**config.mk**
```make
export PLATFORM = sky130hd
export DESIGN_NAME = sys_ctrl_mc_flat
export DESIGN_NICKNAME = d
export VERILOG_FILES = /design/src/rtl/sys_ctrl_pkg.sv /design/src/rtl/sys_ctrl_if.sv /design/src/rtl/sys_ctrl_resp_fifo.sv /design/src/rtl/sys_ctrl_mc.sv /design/src/flat_wrapper.sv
export SDC_FILE = /design/constraint.sdc
export NUM_CORES = 1
export LEC_CHECK = 0
export CAP_MARGIN = 30
export CORE_ASPECT_RATIO = 1.75
export CORE_UTILIZATION = 31
export CTS_BUF_LIST = sky130_fd_sc_hd__clkbuf_8
export CTS_CLUSTER_SIZE = 28
export DETAILED_ROUTE_END_ITERATION = 8
export PLACE_DENSITY = 0.51
export SLEW_MARGIN = 5
export SYNTH_ARGS = -nofsm -noshare
export SYNTH_HDL_FRONTEND = slang
export SYNTH_SLANG_ARGS = --single-unit
```
**constraint.sdc**
```tcl
create_clock -name clk -period 3.26 [get_ports clk]
set_input_delay 0.978 -clock clk [delete_from_list [all_inputs] [get_ports clk]]
set_output_delay 0.978 -clock clk [all_outputs]
set_load 0.02 [all_outputs]
```
**src/rtl/sys_ctrl_pkg.sv**
```systemverilog
// Shared types, default opcodes and the clog2 helper for the system controller.
// Optional frame timeout is enabled with SYS_CTRL_TIMEOUT_EN.
package sys_ctrl_pkg;

    typedef enum logic [3:0] {
        ST_IDLE     = 4'd0,
        ST_WR_ADDR  = 4'd1,
        ST_WR_DATA  = 4'd2,
        ST_RD_ADDR  = 4'd3,
        ST_WAIT_RD  = 4'd4,
        ST_OPA      = 4'd5,
        ST_OPB      = 4'd6,
        ST_ALU_FUN  = 4'd7,
        ST_WAIT_ALU = 4'd8
    } ctrl_state_t;

    localparam logic [7:0] DEF_CMD_WR      = 8'hAA;
    localparam logic [7:0] DEF_CMD_RD      = 8'hBB;
    localparam logic [7:0] DEF_CMD_ALU_OP  = 8'hCC;
    localparam logic [7:0] DEF_CMD_ALU_NOP = 8'hDD;

    function automatic int clog2(input int value);
        int res;
        int v;
        res = 0;
        v   = value - 1;
        while (v > 0) begin
            res = res + 1;
            v   = v >> 1;
        end
        return res;
    endfunction

endpackage

```
**src/rtl/sys_ctrl_if.sv**
```systemverilog
// Bus bundle between the system controller and its RX/TX, register-file and ALU neighbours.
// The master modport is the controller's view.
interface sys_ctrl_if #(
    parameter int WIDTH     = 8,
    parameter int ADDR      = 4,
    parameter int FUN_WIDTH = 4,
    parameter int OUT_WIDTH = 16
);
    logic                 RX_D_VLD;
    logic [WIDTH-1:0]     RX_P_DATA;
    logic                 Busy;
    logic [OUT_WIDTH-1:0] ALU_OUT;
    logic                 ALU_OUT_VALID;
    logic [WIDTH-1:0]     Rd_DATA;
    logic                 Rd_DATA_Valid;
    logic [WIDTH-1:0]     TX_P_DATA;
    logic                 TX_D_VLD;
    logic [FUN_WIDTH-1:0] FUN;
    logic                 EN;
    logic                 WrEn;
    logic                 RdEn;
    logic [ADDR-1:0]      Addr;
    logic [WIDTH-1:0]     Wr_D;
    logic                 Gate_EN;
    logic                 CMD_ERR;
    logic                 RESP_OVF;

    modport master (
        input  RX_D_VLD, RX_P_DATA, Busy, ALU_OUT, ALU_OUT_VALID, Rd_DATA, Rd_DATA_Valid,
        output TX_P_DATA, TX_D_VLD, FUN, EN, WrEn, RdEn, Addr, Wr_D, Gate_EN, CMD_ERR, RESP_OVF
    );

    modport slave (
        output RX_D_VLD, RX_P_DATA, Busy, ALU_OUT, ALU_OUT_VALID, Rd_DATA, Rd_DATA_Valid,
        input  TX_P_DATA, TX_D_VLD, FUN, EN, WrEn, RdEn, Addr, Wr_D, Gate_EN, CMD_ERR, RESP_OVF
    );

endinterface

```
**src/rtl/sys_ctrl_resp_fifo.sv**
```systemverilog
// Response byte FIFO: accepts up to MAX_PUSH bytes per push (LS byte first), pops one byte.
// The caller checks free space before pushing; a push and a pop in one cycle are both applied.
module sys_ctrl_resp_fifo
    import sys_ctrl_pkg::*;
#(
    parameter int WIDTH    = 8,
    parameter int DEPTH    = 4,
    parameter int MAX_PUSH = 2,
    localparam int PW      = clog2(DEPTH),
    localparam int CW      = PW + 1,
    localparam int LW      = clog2(MAX_PUSH) + 1
) (
    input  logic                      clk,
    input  logic                      rst,
    input  logic                      push,
    input  logic [LW-1:0]             push_len,
    input  logic [MAX_PUSH*WIDTH-1:0] push_data,
    input  logic                      pop,
    output logic [WIDTH-1:0]          head,
    output logic [CW-1:0]             count,
    output logic [CW-1:0]             free
);
    logic [WIDTH-1:0] mem [DEPTH];
    logic [PW-1:0]    wr_ptr_reg;
    logic [PW-1:0]    rd_ptr_reg;
    logic [CW-1:0]    count_reg;

    always_ff @(posedge clk) begin
        if (push) begin
            for (int i = 0; i < MAX_PUSH; i++) begin
                if (LW'(i) < push_len)
                    mem[wr_ptr_reg + PW'(i)] <= push_data[i*WIDTH +: WIDTH];
            end
        end
    end

    always_ff @(posedge clk or negedge rst) begin
        if (!rst) begin
            wr_ptr_reg <= '0;
            rd_ptr_reg <= '0;
            count_reg  <= '0;
        end else begin
            if (push)
                wr_ptr_reg <= wr_ptr_reg + PW'(push_len);
            if (pop)
                rd_ptr_reg <= rd_ptr_reg + PW'(1);
            count_reg <= count_reg + (push ? CW'(push_len) : '0) - (pop ? CW'(1) : '0);
        end
    end

    assign head  = mem[rd_ptr_reg];
    assign count = count_reg;
    assign free  = CW'(DEPTH) - count_reg;

endmodule

```
**src/rtl/sys_ctrl_mc.sv**
```systemverilog
// System controller: decodes RX command frames into register-file/ALU actions and streams
// buffered responses to UART TX. Define SYS_CTRL_TIMEOUT_EN to abort stalled frames.
module sys_ctrl_mc
    import sys_ctrl_pkg::*;
#(
    parameter int               WIDTH       = 8,
    parameter int               ADDR        = 4,
    parameter int               FUN_WIDTH   = 4,
    parameter int               OUT_WIDTH   = 16,
    parameter int               RESP_DEPTH  = 4,
    parameter logic [WIDTH-1:0] CMD_WR      = WIDTH'(DEF_CMD_WR),
    parameter logic [WIDTH-1:0] CMD_RD      = WIDTH'(DEF_CMD_RD),
    parameter logic [WIDTH-1:0] CMD_ALU_OP  = WIDTH'(DEF_CMD_ALU_OP),
    parameter logic [WIDTH-1:0] CMD_ALU_NOP = WIDTH'(DEF_CMD_ALU_NOP)
`ifdef SYS_CTRL_TIMEOUT_EN
    , parameter int             TIMEOUT_CYC = 1024
`endif
) (
    input  logic       clk,
    input  logic       rst,
    sys_ctrl_if.master bus
);
    localparam int OUT_BYTES = OUT_WIDTH / WIDTH;
    localparam int CW        = clog2(RESP_DEPTH) + 1;
    localparam int LW        = clog2(OUT_BYTES) + 1;

    localparam logic [3:0] S_IDLE     = ST_IDLE;
    localparam logic [3:0] S_WR_ADDR  = ST_WR_ADDR;
    localparam logic [3:0] S_WR_DATA  = ST_WR_DATA;
    localparam logic [3:0] S_RD_ADDR  = ST_RD_ADDR;
    localparam logic [3:0] S_WAIT_RD  = ST_WAIT_RD;
    localparam logic [3:0] S_OPA      = ST_OPA;
    localparam logic [3:0] S_OPB      = ST_OPB;
    localparam logic [3:0] S_ALU_FUN  = ST_ALU_FUN;
    localparam logic [3:0] S_WAIT_ALU = ST_WAIT_ALU;

    logic [3:0]           state_reg;
    logic [ADDR-1:0]      frame_addr_reg;
    logic [ADDR-1:0]      addr_reg;
    logic [WIDTH-1:0]     wr_d_reg;
    logic [FUN_WIDTH-1:0] fun_reg;
    logic                 wr_en_reg, rd_en_reg, en_reg, gate_en_reg;
    logic                 cmd_err_reg, resp_ovf_reg;
    logic                 tx_vld_reg;
    logic [WIDTH-1:0]     tx_data_reg;

    logic                 rd_resp, alu_resp, push_req, push_ok, pop;
    logic [LW-1:0]        push_len;
    logic [OUT_WIDTH-1:0] push_data;
    logic [WIDTH-1:0]     fifo_head;
    logic [CW-1:0]        fifo_count, fifo_free, room;
    logic                 timeout;

    // A pop in the same cycle frees a slot that the push may already use.
    always_comb begin
        rd_resp   = (state_reg == S_WAIT_RD) && bus.Rd_DATA_Valid;
        alu_resp  = (state_reg == S_WAIT_ALU) && bus.ALU_OUT_VALID;
        push_req  = rd_resp || alu_resp;
        push_len  = alu_resp ? LW'(OUT_BYTES) : LW'(1);
        push_data = alu_resp ? bus.ALU_OUT : OUT_WIDTH'(bus.Rd_DATA);
        pop       = tx_vld_reg && bus.Busy;
        room      = fifo_free + CW'(pop);
        push_ok   = push_req && (CW'(push_len) <= room);
    end

`ifdef SYS_CTRL_TIMEOUT_EN
    localparam int TW = clog2(TIMEOUT_CYC) + 1;
    logic [TW-1:0] tmo_cnt_reg;

    assign timeout = (state_reg != S_IDLE) && !bus.RX_D_VLD && !push_req &&
                     (tmo_cnt_reg == TW'(TIMEOUT_CYC - 1));

    always_ff @(posedge clk or negedge rst) begin
        if (!rst)
            tmo_cnt_reg <= '0;
        else if (state_reg == S_IDLE || bus.RX_D_VLD || timeout)
            tmo_cnt_reg <= '0;
        else
            tmo_cnt_reg <= tmo_cnt_reg + TW'(1);
    end
`else
    assign timeout = 1'b0;
`endif

    always_ff @(posedge clk or negedge rst) begin
        if (!rst) begin
            state_reg      <= S_IDLE;
            frame_addr_reg <= '0;
            addr_reg       <= '0;
            wr_d_reg       <= '0;
            fun_reg        <= '0;
            wr_en_reg      <= 1'b0;
            rd_en_reg      <= 1'b0;
            en_reg         <= 1'b0;
            gate_en_reg    <= 1'b0;
            cmd_err_reg    <= 1'b0;
            resp_ovf_reg   <= 1'b0;
        end else begin
            wr_en_reg <= 1'b0;
            rd_en_reg <= 1'b0;
            if (push_req && !push_ok)
                resp_ovf_reg <= 1'b1;

            case (state_reg)
                S_IDLE: if (bus.RX_D_VLD) begin
                    if (bus.RX_P_DATA == CMD_WR)
                        state_reg <= S_WR_ADDR;
                    else if (bus.RX_P_DATA == CMD_RD)
                        state_reg <= S_RD_ADDR;
                    else if (bus.RX_P_DATA == CMD_ALU_OP) begin
                        state_reg   <= S_OPA;
                        gate_en_reg <= 1'b1;
                    end else if (bus.RX_P_DATA == CMD_ALU_NOP) begin
                        state_reg   <= S_ALU_FUN;
                        gate_en_reg <= 1'b1;
                    end else
                        cmd_err_reg <= 1'b1;
                end
                S_WR_ADDR: if (bus.RX_D_VLD) begin
                    frame_addr_reg <= bus.RX_P_DATA[ADDR-1:0];
                    state_reg      <= S_WR_DATA;
                end
                S_WR_DATA: if (bus.RX_D_VLD) begin
                    wr_en_reg <= 1'b1;
                    addr_reg  <= frame_addr_reg;
                    wr_d_reg  <= bus.RX_P_DATA;
                    state_reg <= S_IDLE;
                end
                S_RD_ADDR: if (bus.RX_D_VLD) begin
                    rd_en_reg <= 1'b1;
                    addr_reg  <= bus.RX_P_DATA[ADDR-1:0];
                    state_reg <= S_WAIT_RD;
                end
                S_WAIT_RD: begin
                    if (bus.RX_D_VLD)
                        cmd_err_reg <= 1'b1;
                    if (rd_resp)
                        state_reg <= S_IDLE;
                end
                S_OPA: if (bus.RX_D_VLD) begin
                    wr_en_reg <= 1'b1;
                    addr_reg  <= ADDR'(0);
                    wr_d_reg  <= bus.RX_P_DATA;
                    state_reg <= S_OPB;
                end
                S_OPB: if (bus.RX_D_VLD) begin
                    wr_en_reg <= 1'b1;
                    addr_reg  <= ADDR'(1);
                    wr_d_reg  <= bus.RX_P_DATA;
                    state_reg <= S_ALU_FUN;
                end
                S_ALU_FUN: if (bus.RX_D_VLD) begin
                    fun_reg   <= bus.RX_P_DATA[FUN_WIDTH-1:0];
                    en_reg    <= 1'b1;
                    state_reg <= S_WAIT_ALU;
                end
                S_WAIT_ALU: begin
                    if (bus.RX_D_VLD)
                        cmd_err_reg <= 1'b1;
                    if (alu_resp) begin
                        en_reg      <= 1'b0;
                        gate_en_reg <= 1'b0;
                        state_reg   <= S_IDLE;
                    end
                end
                default: state_reg <= S_IDLE;
            endcase

            if (timeout) begin
                state_reg   <= S_IDLE;
                cmd_err_reg <= 1'b1;
                en_reg      <= 1'b0;
                gate_en_reg <= 1'b0;
            end
        end
    end

    // Offer a byte only while Busy is low; hold it until Busy is seen high, then pop.
    always_ff @(posedge clk or negedge rst) begin
        if (!rst) begin
            tx_vld_reg  <= 1'b0;
            tx_data_reg <= '0;
        end else if (tx_vld_reg) begin
            if (bus.Busy)
                tx_vld_reg <= 1'b0;
        end else if (fifo_count != '0 && !bus.Busy) begin
            tx_vld_reg  <= 1'b1;
            tx_data_reg <= fifo_head;
        end
    end

    sys_ctrl_resp_fifo #(
        .WIDTH    (WIDTH),
        .DEPTH    (RESP_DEPTH),
        .MAX_PUSH (OUT_BYTES)
    ) u_resp_fifo (
        .clk       (clk),
        .rst       (rst),
        .push      (push_ok),
        .push_len  (push_len),
        .push_data (push_data),
        .pop       (pop),
        .head      (fifo_head),
        .count     (fifo_count),
        .free      (fifo_free)
    );

    assign bus.TX_P_DATA = tx_data_reg;
    assign bus.TX_D_VLD  = tx_vld_reg;
    assign bus.FUN       = fun_reg;
    assign bus.EN        = en_reg;
    assign bus.WrEn      = wr_en_reg;
    assign bus.RdEn      = rd_en_reg;
    assign bus.Addr      = addr_reg;
    assign bus.Wr_D      = wr_d_reg;
    assign bus.Gate_EN   = gate_en_reg;
    assign bus.CMD_ERR   = cmd_err_reg;
    assign bus.RESP_OVF  = resp_ovf_reg;

endmodule

```
**src/flat_wrapper.sv**
```systemverilog
// flat-port wrapper written by rule: the top's interface ports become plain ports
module sys_ctrl_mc_flat import sys_ctrl_pkg::*;
#(
    parameter int               WIDTH       = 8,
    parameter int               ADDR        = 4,
    parameter int               FUN_WIDTH   = 4,
    parameter int               OUT_WIDTH   = 16,
    parameter int               RESP_DEPTH  = 4,
    parameter logic [WIDTH-1:0] CMD_WR      = WIDTH'(DEF_CMD_WR),
    parameter logic [WIDTH-1:0] CMD_RD      = WIDTH'(DEF_CMD_RD),
    parameter logic [WIDTH-1:0] CMD_ALU_OP  = WIDTH'(DEF_CMD_ALU_OP),
    parameter logic [WIDTH-1:0] CMD_ALU_NOP = WIDTH'(DEF_CMD_ALU_NOP)

)
  (clk, rst, bus_RX_D_VLD, bus_RX_P_DATA, bus_Busy, bus_ALU_OUT, bus_ALU_OUT_VALID, bus_Rd_DATA, bus_Rd_DATA_Valid, bus_TX_P_DATA, bus_TX_D_VLD, bus_FUN, bus_EN, bus_WrEn, bus_RdEn, bus_Addr, bus_Wr_D, bus_Gate_EN, bus_CMD_ERR, bus_RESP_OVF);
  sys_ctrl_if #(.WIDTH(WIDTH), .ADDR(ADDR), .FUN_WIDTH(FUN_WIDTH), .OUT_WIDTH(OUT_WIDTH)) bus_i ();
  input  logic clk;
  input  logic rst;
  input wire logic [$bits(bus_i.RX_D_VLD)-1:0] bus_RX_D_VLD;
  input wire logic [$bits(bus_i.RX_P_DATA)-1:0] bus_RX_P_DATA;
  input wire logic [$bits(bus_i.Busy)-1:0] bus_Busy;
  input wire logic [$bits(bus_i.ALU_OUT)-1:0] bus_ALU_OUT;
  input wire logic [$bits(bus_i.ALU_OUT_VALID)-1:0] bus_ALU_OUT_VALID;
  input wire logic [$bits(bus_i.Rd_DATA)-1:0] bus_Rd_DATA;
  input wire logic [$bits(bus_i.Rd_DATA_Valid)-1:0] bus_Rd_DATA_Valid;
  output wire logic [$bits(bus_i.TX_P_DATA)-1:0] bus_TX_P_DATA;
  output wire logic [$bits(bus_i.TX_D_VLD)-1:0] bus_TX_D_VLD;
  output wire logic [$bits(bus_i.FUN)-1:0] bus_FUN;
  output wire logic [$bits(bus_i.EN)-1:0] bus_EN;
  output wire logic [$bits(bus_i.WrEn)-1:0] bus_WrEn;
  output wire logic [$bits(bus_i.RdEn)-1:0] bus_RdEn;
  output wire logic [$bits(bus_i.Addr)-1:0] bus_Addr;
  output wire logic [$bits(bus_i.Wr_D)-1:0] bus_Wr_D;
  output wire logic [$bits(bus_i.Gate_EN)-1:0] bus_Gate_EN;
  output wire logic [$bits(bus_i.CMD_ERR)-1:0] bus_CMD_ERR;
  output wire logic [$bits(bus_i.RESP_OVF)-1:0] bus_RESP_OVF;
  assign bus_i.RX_D_VLD = bus_RX_D_VLD;
  assign bus_i.RX_P_DATA = bus_RX_P_DATA;
  assign bus_i.Busy = bus_Busy;
  assign bus_i.ALU_OUT = bus_ALU_OUT;
  assign bus_i.ALU_OUT_VALID = bus_ALU_OUT_VALID;
  assign bus_i.Rd_DATA = bus_Rd_DATA;
  assign bus_i.Rd_DATA_Valid = bus_Rd_DATA_Valid;
  assign bus_TX_P_DATA = bus_i.TX_P_DATA;
  assign bus_TX_D_VLD = bus_i.TX_D_VLD;
  assign bus_FUN = bus_i.FUN;
  assign bus_EN = bus_i.EN;
  assign bus_WrEn = bus_i.WrEn;
  assign bus_RdEn = bus_i.RdEn;
  assign bus_Addr = bus_i.Addr;
  assign bus_Wr_D = bus_i.Wr_D;
  assign bus_Gate_EN = bus_i.Gate_EN;
  assign bus_CMD_ERR = bus_i.CMD_ERR;
  assign bus_RESP_OVF = bus_i.RESP_OVF;
  sys_ctrl_mc #(.WIDTH(WIDTH), .ADDR(ADDR), .FUN_WIDTH(FUN_WIDTH), .OUT_WIDTH(OUT_WIDTH), .RESP_DEPTH(RESP_DEPTH), .CMD_WR(CMD_WR), .CMD_RD(CMD_RD), .CMD_ALU_OP(CMD_ALU_OP), .CMD_ALU_NOP(CMD_ALU_NOP)) u_core (.clk(clk), .rst(rst), .bus(bus_i));
endmodule
```
==> reports/metrics.cfg <==
[global_routing]
grt_pass1_wl_mm=15.3
antenna_found_initial=0
overflow=0
grt_pass1_vias=3032
grt_start_max_net_pins=29
track_usage=0.159

[finish]
nets=490
largest_reg_flops=32
syn_to_final_growth_pct=36.7
n_antenna_cell=0
regMostFlops=u_core.u_resp_fifo.mem
fin_area_sq_um=5370
drive_gt1_frac=0.211

[timing]
final-hold-violation-count=0
period_needed_ps=3170
fin_crit_sh=0.973
maxSlewHeadroom=0.616
setup_viol=0
hold_ws_ps=487
tightest_slew_ps=576
skew_ps=10.3
slew_viol_final=0
rsz0062_at_grt=no
fmax_ghz=0.315

[setup_path]
end_kind=flip-flop
startpoint_type=input pin
rr_worst_depth=10
r2r_setup_slack_ps=490
required_ps=3550
cp_max_fo=2
critPathArrivalTime_ps=3460
critPathKind=in -> reg

[synthesis]
async_reset_ff_frac=0.590
synth_most_common_cell=dfrtp_1
synth_ff_type=dfrtp_1
synth-seq-cells=78
ys_types=53
synth.area.top_cells=dfrtp_1, edfxtp_1, a21oi_1
yosysWarningCount=0
synth_edf_count=32
avgSynthCellArea_sq_um=11.6
synth_top_cells_by_count=dfrtp_1, a21oi_1, nor2_1, edfxtp_1, nand2_1
synth_area_sq_um=3930
synth_top_cell_by_area=dfrtp_1
synth_top_area_share=0.293
synth_fp_nets=384
synth_cells=339
ys_seq_area_frac=0.538

[flow_run]
drv_cap=0

[route]
vias=2975
wl_per_cell_microns=15.4
drt_wl_total_mm=9.53
drtIter0Drc=112
drcViolationCount=0
antenna_left=0
vias_per_cell=4.81
first_pass_iters=4

[placement]
place.gp.congestion=0.807
place_area_sq_um=5000
dp_hpwl_mm=7.16
io_buffers=68

[power_and_ir_drop]
irDropWorstVdd_mv=0.243
p_int_w=0.00264
power.density_nw_per_um2=755
power_frac_comb=0.421
switching_share=0.350
p_leak_nw=2.26
power.share.clock=0.200
seq_power_share=0.379
netSwitchingPower_w=0.00142

[clocking]
cts.path.max_buffers=2
numClockSinks=78
clk_latency_ps=370
clk_pin_slew_worst_paths_ps=80
root_buffer=clkbuf_8
cts_tree=built
numCtsBuffers=9
cts_max_level=3
cts_hold_buf=0

[floorplan]
core_sq_um=12400
die-area_sq_um=13100
placementRows=54
fp.dieH_microns=151
start_util=0.316
pin_count=69
die_x_microns=87.1

[worst_hold_path]
hold_depth=1
min_path_type=reg -> reg

[status]
status=finished clean

==> area by class of cell <==
cell class	instances	area (sq um)
Clock inverter	7	97.6
Inverter	14	52.6
Multi-Input combinational cell	228	1710
Fill cell	1214	7060
Timing Repair Buffer	114	1060
Clock buffer	9	124
Sequential cell	78	2110
Tap cell	168	210
==> layout by cell type (no fill, tap or decap), types with 8 or more instances in the layout <==
master / instances
mux2i_1: 9
a21oi_1: 42
o21ai_0: 8
dfrtp_1: 46
buf_4: 42
inv_1: 13
mux2_2: 16
clkdlybuf4s50_1: 66
nor2_1: 38
mux4_2: 8
nand2_1: 20
mux2_1: 9
clkbuf_8: 9
edfxtp_1: 32
==> repair_timing <==
action	CTS	global route
buffers inserted	16	0
resized for setup	6	0
endpoints found under the setup margin	32	0
==> per-stage QoR <==
| step | util | instances | TNS (ps) | total power (W) | setup WS (ps) |
|---|---|---|---|---|---|
| global placement | 0.402 | 586 | -19920 | 0.00320 | -545 |
| global route | 0.432 | 618 | 0 | 0.00432 | 10.2 |
| floorplan | - | 339 | 0 | 0.00253 | 11.6 |
| detailed placement | 0.402 | 586 | -22770 | 0.00323 | -595 |
| CTS | 0.432 | 618 | 0 | 0.00410 | 138 |
| finish | 0.432 | 618 | 0 | 0.00405 | 89.1 |
==> worst max-delay path, stage by stage <==
cell,delay (ps)
dlygate4sd2_1,240
nand2_1,80
inv_1,60
buf_4,120
buf_4,120
buf_4,120
buf_4,120
buf_4,120
buf_4,120
buf_4,120
buf_4,110
buf_4,120
buf_4,120
buf_4,120
buf_4,120
buf_4,120
buf_4,120
buf_4,120
buf_4,130
nand2_1,70
xnor2_1,120
==> path summary, 6_finish.rpt <==
kind | from | end
hold reg to reg | u_core.bus.Addr[3]$_DFFE_PN0P_ | u_core.bus.Addr[3]$_DFFE_PN0P_
setup / recovery | bus_Busy | u_core.u_resp_fifo.rd_ptr_reg[1]$_DFFE_PN0P_
min in group asynchronous | rst | u_core.u_resp_fifo.rd_ptr_reg[1]$_DFFE_PN0P_
max in group asynchronous | rst | u_core.bus.Wr_D[2]$_DFFE_PN0P_
setup reg to reg | u_core.state_reg[0]$_DFFE_PN0P_ | u_core.u_resp_fifo.mem[3][3]$_DFFE_PP_
hold / removal | u_core.bus.Addr[3]$_DFFE_PN0P_ | u_core.bus.Addr[3]$_DFFE_PN0P_
==> logic make-up after synthesis <==
family                     synth area share
and+or+nand+nor                       0.112
adders and majority gates            0.0242
AOI/OAI and AO/OA                     0.131
xor gates and xnor gates             0.0201
muxes                                 0.140
buffers and inverters                0.0341
DFF                                   0.538
==> per-layer routing <==
layer,vias up,GRT usage,share of wire
li1,1434,-,-
met1,1444,0.164,0.38
met2,80,0.293,0.56
met3,17,0.0403,0.042
met4,0,0.0775,0.023
met5,-,0,0
==> power by group through the flow <==
stage | logic (W) | clock network [W] | registers [W]
floorplan | 0.000863 | 0 | 0.00167
global placement | 0.00164 | 0 | 0.00156
detailed placement | 0.00166 | 0 | 0.00156
CTS | 0.00172 | 0.000831 | 0.00154
global route | 0.00186 | 0.000873 | 0.00158
finish | 0.00171 | 0.000810 | 0.00154
No activity file was read; power rests on OpenSTA's default activity.
